$ cat src/rtl/pipe_stage_reg_pkg.sv
// Shared Y86 constants and default widths for the pipeline stage register.
package pipe_stage_reg_pkg;

  // Default widths used when the stage register is instantiated without overrides
  localparam int DATA_W_DEF = 64;
  localparam int N_VAL_DEF  = 3;
  localparam int ID_W_DEF   = 4;
  localparam int CNT_W_DEF  = 16;

  // Y86 instruction / register / status encodings
  localparam logic [3:0] ICODE_NOP = 4'h1;
  localparam logic [3:0] RNONE     = 4'hF;
  localparam logic [3:0] STAT_AOK  = 4'h1;
  localparam logic [3:0] STAT_HLT  = 4'h2;
  localparam logic [3:0] STAT_ADR  = 4'h3;
  localparam logic [3:0] STAT_INS  = 4'h4;

endpackage

$ cat src/rtl/pipe_stage_reg_sat_counter.sv
// Saturating event counter with synchronous clear; stops at all-ones.
module sat_counter #(
  parameter int CNT_W = 16
) (
  input  logic             clk,
  input  logic             i_clr,
  input  logic             i_inc,
  output logic [CNT_W-1:0] o_count
);

  logic [CNT_W-1:0] r_count;

  // Clear dominates; otherwise count up until every bit is set, then hold
  always_ff @(posedge clk) begin
    if (i_clr) begin
      r_count <= '0;
    end else if (i_inc && (r_count != '1)) begin
      r_count <= r_count + CNT_W'(1);
    end
  end

  assign o_count = r_count;

endmodule

$ cat src/rtl/pipe_stage_reg.sv
// Generic Y86 pipeline stage register (D/E/M/W) with stall, bubble,
// stall/bubble conflict flag and saturating event counters.
module pipe_stage_reg
  import pipe_stage_reg_pkg::*;
#(
  parameter int DATA_W = DATA_W_DEF,
  parameter int N_VAL  = N_VAL_DEF,
  parameter int ID_W   = ID_W_DEF,
  parameter int CNT_W  = CNT_W_DEF
) (
  input  logic                    clk,
  input  logic                    rst,
  input  logic                    stall,
  input  logic                    bubble,
  input  logic [N_VAL*DATA_W-1:0] d_val,
  input  logic [ID_W-1:0]         d_icode,
  input  logic [ID_W-1:0]         d_ifun,
  input  logic [ID_W-1:0]         d_stat,
  input  logic [ID_W-1:0]         d_destE,
  input  logic [ID_W-1:0]         d_destM,
  output logic [N_VAL*DATA_W-1:0] E_val,
  output logic [ID_W-1:0]         E_icode,
  output logic [ID_W-1:0]         E_ifun,
  output logic [ID_W-1:0]         E_stat,
  output logic [ID_W-1:0]         E_destE,
  output logic [ID_W-1:0]         E_destM,
  output logic                    E_valid,
  output logic [CNT_W-1:0]        bubble_cnt,
  output logic [CNT_W-1:0]        stall_cnt,
  output logic                    conflict
);

  logic [N_VAL*DATA_W-1:0] r_val;
  logic [ID_W-1:0]         r_icode;
  logic [ID_W-1:0]         r_ifun;
  logic [ID_W-1:0]         r_stat;
  logic [ID_W-1:0]         r_destE;
  logic [ID_W-1:0]         r_destM;
  logic                    r_valid;
  logic                    r_conflict;

  // A bubble only takes effect when not stalled; a stall always counts
  logic w_bubble_inc;
  logic w_stall_inc;

  assign w_bubble_inc = bubble & ~stall;
  assign w_stall_inc  = stall;

  // Stage contents: reset and bubble both load a NOP with AOK status, stall holds,
  // otherwise capture the incoming fields unchanged (fields are opaque here)
  always_ff @(posedge clk) begin
    if (rst) begin
      r_val   <= '0;
      r_icode <= ID_W'(ICODE_NOP);
      r_ifun  <= '0;
      r_stat  <= ID_W'(STAT_AOK);
      r_destE <= ID_W'(RNONE);
      r_destM <= ID_W'(RNONE);
      r_valid <= 1'b0;
    end else if (stall) begin
      r_val   <= r_val;
      r_icode <= r_icode;
      r_ifun  <= r_ifun;
      r_stat  <= r_stat;
      r_destE <= r_destE;
      r_destM <= r_destM;
      r_valid <= r_valid;
    end else if (bubble) begin
      r_val   <= '0;
      r_icode <= ID_W'(ICODE_NOP);
      r_ifun  <= '0;
      r_stat  <= ID_W'(STAT_AOK);
      r_destE <= ID_W'(RNONE);
      r_destM <= ID_W'(RNONE);
      r_valid <= 1'b0;
    end else begin
      r_val   <= d_val;
      r_icode <= d_icode;
      r_ifun  <= d_ifun;
      r_stat  <= d_stat;
      r_destE <= d_destE;
      r_destM <= d_destM;
      r_valid <= 1'b1;
    end
  end

  // Sticky flag for the illegal stall+bubble combination; only reset clears it
  always_ff @(posedge clk) begin
    if (rst) begin
      r_conflict <= 1'b0;
    end else if (stall && bubble) begin
      r_conflict <= 1'b1;
    end
  end

  sat_counter #(
    .CNT_W (CNT_W)
  ) u_bubble_cnt (
    .clk     (clk),
    .i_clr   (rst),
    .i_inc   (w_bubble_inc),
    .o_count (bubble_cnt)
  );

  sat_counter #(
    .CNT_W (CNT_W)
  ) u_stall_cnt (
    .clk     (clk),
    .i_clr   (rst),
    .i_inc   (w_stall_inc),
    .o_count (stall_cnt)
  );

  assign E_val    = r_val;
  assign E_icode  = r_icode;
  assign E_ifun   = r_ifun;
  assign E_stat   = r_stat;
  assign E_destE  = r_destE;
  assign E_destM  = r_destM;
  assign E_valid  = r_valid;
  assign conflict = r_conflict;

endmodule

$ cat config.mk
export PLATFORM = sky130hd
export DESIGN_NAME = pipe_stage_reg
export DESIGN_NICKNAME = d
export VERILOG_FILES = /design/src/rtl/pipe_stage_reg_pkg.sv /design/src/rtl/pipe_stage_reg_sat_counter.sv /design/src/rtl/pipe_stage_reg.sv
export SDC_FILE = /design/constraint.sdc
export NUM_CORES = 1
export LEC_CHECK = 0
export ABC_AREA = 1
export CORE_AREA = 2 2 178 180
export DETAILED_ROUTE_END_ITERATION = 16
export DIE_AREA = 0 0 180 182
export GPL_ROUTABILITY_DRIVEN = 0
export HOLD_SLACK_MARGIN = 0.15
export PLACE_DENSITY_LB_ADDON = 0.2
export SLEW_MARGIN = 20
export SYNTH_ARGS = -nofsm -noshare
export SYNTH_HDL_FRONTEND = slang
export SYNTH_SLANG_ARGS = --single-unit
$ cat constraint.sdc
create_clock -name clk -period 3.9 [get_ports clk]
set_input_delay 0.975 -clock clk [delete_from_list [all_inputs] [get_ports clk]]
set_output_delay 0.975 -clock clk [all_outputs]
set_load 0.01 [all_outputs]
==> metrics.txt, run 1 <==
cts bufs inserted 29; Slew @ Worst Pin 778.5 ps; via total after detailed routing ~9.3k; mapped cell area between 0.009 and 0.01 mm2; run status complete, no violations; number of synthesized flops with an enable pin 0; Nets roughly 1.9k; WP data required slightly below 3000 ps; first-iteration detailed-routing DRC count slightly below 500; CP Class flip-flop to output port; Synthesis Warnings 0; Critical Path Source Type flip-flop; total power draw around 6.3 mW; clk sink count between 200 and 250; CTS Root Cell clkbuf_16; Rows 65; final setup violation count 0; worst clock skew 13.41 ps; CTS tree built; Layout area overhead 64.46%; Die Height between 150 and 200 um; fin crit share 67.17%; Critical Path Sink Type output port; Yosys reg bits 246; CP cell instances clkdlybuf4s50_1; Hold Violations, Final 0; max incr delay on CP just over 600 ps; ys async rst share 0%; Routed WL per cell 15.24 um; GRT Total Usage ~18%; Buf/Inv on CP 1; CP top delay family buffers and inverters; I/O pin total roughly 460; Yosys cell types 24; drt pass-1 iters 5; static leakage 5.398 nW; final wirelength between 30000 and 40000 um; fraction of layout cells with a size suffix above 1 around 4.4%; Critical Path AT 1640 ps; # fillers roughly 3k; Slew headroom roughly half; Routed Antenna Nets 0; fmax approximately 380 MHz; first-pass GRT wire length about 49000 um; syn_nets 1434; Hold WS 461.3 ps; most common cell after layout, fill and taps aside nand2_1; vias in the first global route 8772; largest net degree at the start of global routing approximately 140; Avg Vias per Cell 4.503; die width approximately 180 um; # DRC 0; buffers added on ports between 400 and 500; maximum clock insertion buffer count 3; DIE AREA about 0.033 mm2; RSZ-0062 raised after global routing no; sequential area share after synthesis ~54%; GR Overflow Total 0; Initial Util between 20 and 30%; most frequent cells in the layout nand2_1, clkdlybuf4s50_1, dfxtp_1, a21oi_1, nor2_1; Max-Cap Viols 0; initial antenna violation count 1; CP Max Fanout 6; Hold Path Class flip-flop to flip-flop; CP max stage cell clkdlybuf4s50_1; peak supply drop about 280 uV; setup total negative slack 0 ps; cells after synthesis 1216; clk_lat worst skew 540 ps; Synth Flop Type dfxtp_1; pins over their slew limit 0; post-CTS setup buffer count 0; CTS resizes 0; Layout Utilization roughly half; core area approximately 0.031 mm2; CTS Hold Buffers Added 0; min Tclk post-route about 2600 ps; syn_area_per_cell 7.509 um2; Pwr per Cell Area 417.8 mW/mm2; clock-pin slew on the worst setup and hold paths around 60 ps; htree depth 1; HPWL Detailed 21820 um
## metrics by stage
step	cells	instance area, um2	setup WS [ps]
floorplan	1216	9131	2035
global placement	2011	13970	1299
detailed placement	2011	13970	1223
CTS	2063	15010	1248
global route	2064	15020	1223
finish	2064	15020	1280
## logic make-up after synthesis
group	count (synthesis)	share of synthesized area (%)
and+or+nand+nor	619	26.91
DFF	246	53.93
AOI/OAI and AO/OA	241	13.35
buffers and inverters	106	5.344
xor gates and xnor gates	2	0.1919
adders and majority gates	2	0.2740
## routing by layer
metal  GRT usage, %  up-vias  wire length, um
li1               -     4749                -
met1          22.34     4155            13240
met2          31.11      340            15030
met3          5.235       50             2455
met4          5.626        0              734
met5              0        -                0
## registers in the layout, summed over array words and instances (netlist names)
register	count
conflict	1
E_stat	4
u_bubble_cnt.o_count	16
u_stall_cnt.o_count	16
E_valid	1
E_val	192
E_destM	4
E_icode	4
E_ifun	4
E_destE	4
## worst paths after layout
path                                         startpoint                        to  slack, ps  depth (start not counted)
worst max-delay path             u_stall_cnt.o_count[5]              stall_cnt[5]       1280                          1
worst max register to register  u_bubble_cnt.o_count[0]  u_bubble_cnt.o_count[15]       2110                          7
worst min-delay path                          E_val[20]                 E_val[20]        460                          2
worst min register to register                E_val[20]                 E_val[20]        460                          2
## cell usage after synthesis, types with 2 or more instances
cell type / instances / share of area (%)
nand2_2: 4 / 0.27
clkbuf_1: 19 / 0.78
nor2_4: 5 / 0.62
nand3_1: 32 / 1.8
inv_1: 27 / 1.1
nor2_1: 73 / 3.0
a21oi_1: 229 / 13
nand2_1: 492 / 20
inv_2: 2 / 0.082
o22ai_1: 10 / 0.69
dfxtp_1: 246 / 54
o21ai_0: 2 / 0.11
nand4_1: 7 / 0.48
buf_6: 2 / 0.25
buf_1: 4 / 0.16
buf_4: 4 / 0.33
ha_1: 2 / 0.27
nor2_2: 4 / 0.27
buf_2: 47 / 2.6
## power breakdown
group          switching (mW)  leakage [nW]  internal (mW)
registers              0.0467          2.01           2.60
clock network            1.06         0.513           1.87
logic                   0.297          2.88          0.397
total                    1.41          5.40           4.87
## final cells by class
cell class / count / area [um2] / share of cell area (%)
Clock inverter: 11 / 209.0 / 1.391
Multi-Input combinational cell: 864 / 3719 / 24.76
Inverter: 30 / 113.9 / 0.7582
Clock buffer: 41 / 830.8 / 5.532
Tap cell: 402 / 503.0 / 3.349
Sequential cell: 246 / 4925 / 32.79
Antenna cell: 1 / 2.502 / 0.01666
Timing Repair Buffer: 469 / 4715 / 31.39
Note: power is estimated with default switching activity, not from simulation.
==> run 2, diff against run 1 <==
==> constraint.sdc (replaced) <==
create_clock -name clk -period 2.1 [get_ports clk]
set_input_delay 0.525 -clock clk [delete_from_list [all_inputs] [get_ports clk]]
set_output_delay 0.525 -clock clk [all_outputs]
set_load 0.01 [all_outputs]
==> metrics.txt, run 2 (same netlist as run 1, synthesis figures left out) <==
run status complete, no violations; GRT Total Usage 18.42% (+0.15 points); Routed Antenna Nets 0 (unchanged); most frequent cells in the layout nand2_1, clkdlybuf4s50_1, dfxtp_1, a21oi_1, nor2_1; # fillers 3061 (+3.1%); setup total negative slack 0 ps (unchanged); max reg flops 192 (unchanged); Avg Vias per Cell 4.487 (-0.35%); pins over their slew limit 0 (unchanged); fin crit share between 90% and 100%; fmax 486.9 MHz; largest net degree at the start of global routing 105 (-24%); Layout Utilization 48.55% (+0.085 points); CTS Root Cell clkbuf_16; WP data required 1570 ps (-1350 ps); worst clock skew 7.159 ps (-6.250 ps); cell area after layout 0.01504 mm2 (+0.18%); fraction of layout cells with a size suffix above 1 5.402% (+1.0 points); Rows 65 (unchanged); Buf/Inv on CP 1 (unchanged); drt pass-1 iters 5 (unchanged); # DRC 0 (unchanged); Die Height 182 um (unchanged); first-pass GRT wire length 49330 um (+0.21%); HPWL Detailed 22530 um (+3.3%); I/O pin total 462 (unchanged); buffers added on ports 461 (unchanged); GR Overflow Total 0 (unchanged); CP Class flip-flop to output port; Routed WL per cell 15.40 um (+1.0%); via total after detailed routing 9279 (-0.16%); static leakage 5.517 nW (+2.2%); CTS tree built; Slew @ Worst Pin 537.7 ps (-240.8 ps); Pwr per Cell Area 726.8 mW/mm2 (+74%); RSZ-0062 raised after global routing no; Hold Path Class primary input to flip-flop; die width 180 um (unchanged); Critical Path Source Type flip-flop; most common cell after layout, fill and taps aside nand2_1; max incr delay on CP 590 ps (-20 ps); cts bufs inserted 28 (-3.4%); clk_lat worst skew 540 ps (about the same); min Tclk post-route between 2000 and 2500 ps; CP Max Fanout 5 (-1); Critical Path Sink Type output port; core area 0.03099 mm2 (unchanged); final wirelength 31850 um (+1.2%); CP top delay family buffers and inverters; CTS Hold Buffers Added 0 (unchanged); clk sink count 246 (unchanged); maximum clock insertion buffer count 3 (unchanged); CP max stage cell clkdlybuf4s50_1; CP cell instances clkdlybuf4s50_1; flop-to-flop setup slack 350 ps (-1760 ps); post-CTS setup buffer count 0 (unchanged); pre-CTS setup slack 120.3 ps (-1102 ps); Critical Path AT 1530 ps (-110 ps); Nets 1866 (+0.43%); Slew headroom 64.15% (+16 points); DIE AREA 0.03276 mm2 (unchanged); clock-pin slew on the worst setup and hold paths 60 ps (about the same); Hold Violations, Final 0 (unchanged); Max-Cap Viols 0 (unchanged); htree depth 1 (unchanged); final setup violation count 0 (unchanged); peak supply drop 521.4 uV (+88%); Initial Util 29.47% (unchanged); # diodes 0 (-1); vias in the first global route 8872 (+1.1%); initial antenna violation count 0 (-1); Layout area overhead 64.74%; worst setup margin 46.06 ps (-1234 ps); first-iteration detailed-routing DRC count 432 (-12%); Post-DP Area 0.01414 mm2 (+1.2%)
-- run 2: worst paths after layout --
check                        endpoint  cells past startpoint               startpoint
max reg2reg  u_bubble_cnt.o_count[15]                      7  u_bubble_cnt.o_count[0]
max                     bubble_cnt[7]                      1  u_bubble_cnt.o_count[7]
min reg2reg                E_val[163]                      2               E_val[163]
min                         E_val[30]                      2                      rst
-- run 2: through the flow --
stage	total power [mW]	cells	hold slack (ps)
2_1_floorplan	5.472	1216	480.5
3_3_place_gp	6.347	2020	450.4
3_5_place_dp	6.356	2020	452.2
4_1_cts	11.10	2068	307.6
5_1_grt	11.39	2068	332.3
6_report	10.93	2068	331.8
-- run 2: repair_timing --
action	in CTS	in global routing
gates cloned	0	0
endpoints found under the setup margin	14	6
resized for setup	14	6
-- run 2: layout make-up --
cell class	instances	area [um2]	area share (%)
Sequential cell	246	4937	32.82
Timing Repair Buffer	478	4885	32.47
Multi-Input combinational cell	864	3719	24.72
Clock buffer	41	850.8	5.656
Tap cell	402	503.0	3.344
Inverter	30	113.9	0.7569
Clock inverter	7	35.03	0.2329
-- run 2: routing by layer --
metal | routed length, um | share of wire, % | vias to the layer above | global-route usage (%)
met4 | 929 | 2.9 | 0 | 5.756
li1 | - | - | 4754 | -
met3 | 2633 | 8.3 | 49 | 5.856
met2 | 15280 | 48 | 341 | 32.02
met5 | 0 | 0 | - | 0
met1 | 13010 | 41 | 4135 | 21.60
-- run 2: power breakdown --
group          switching, mW  internal [mW]
Combinational          0.559          0.764
Sequential            0.0884           4.83
Clock                   1.92           2.77
Total                   2.57           8.37
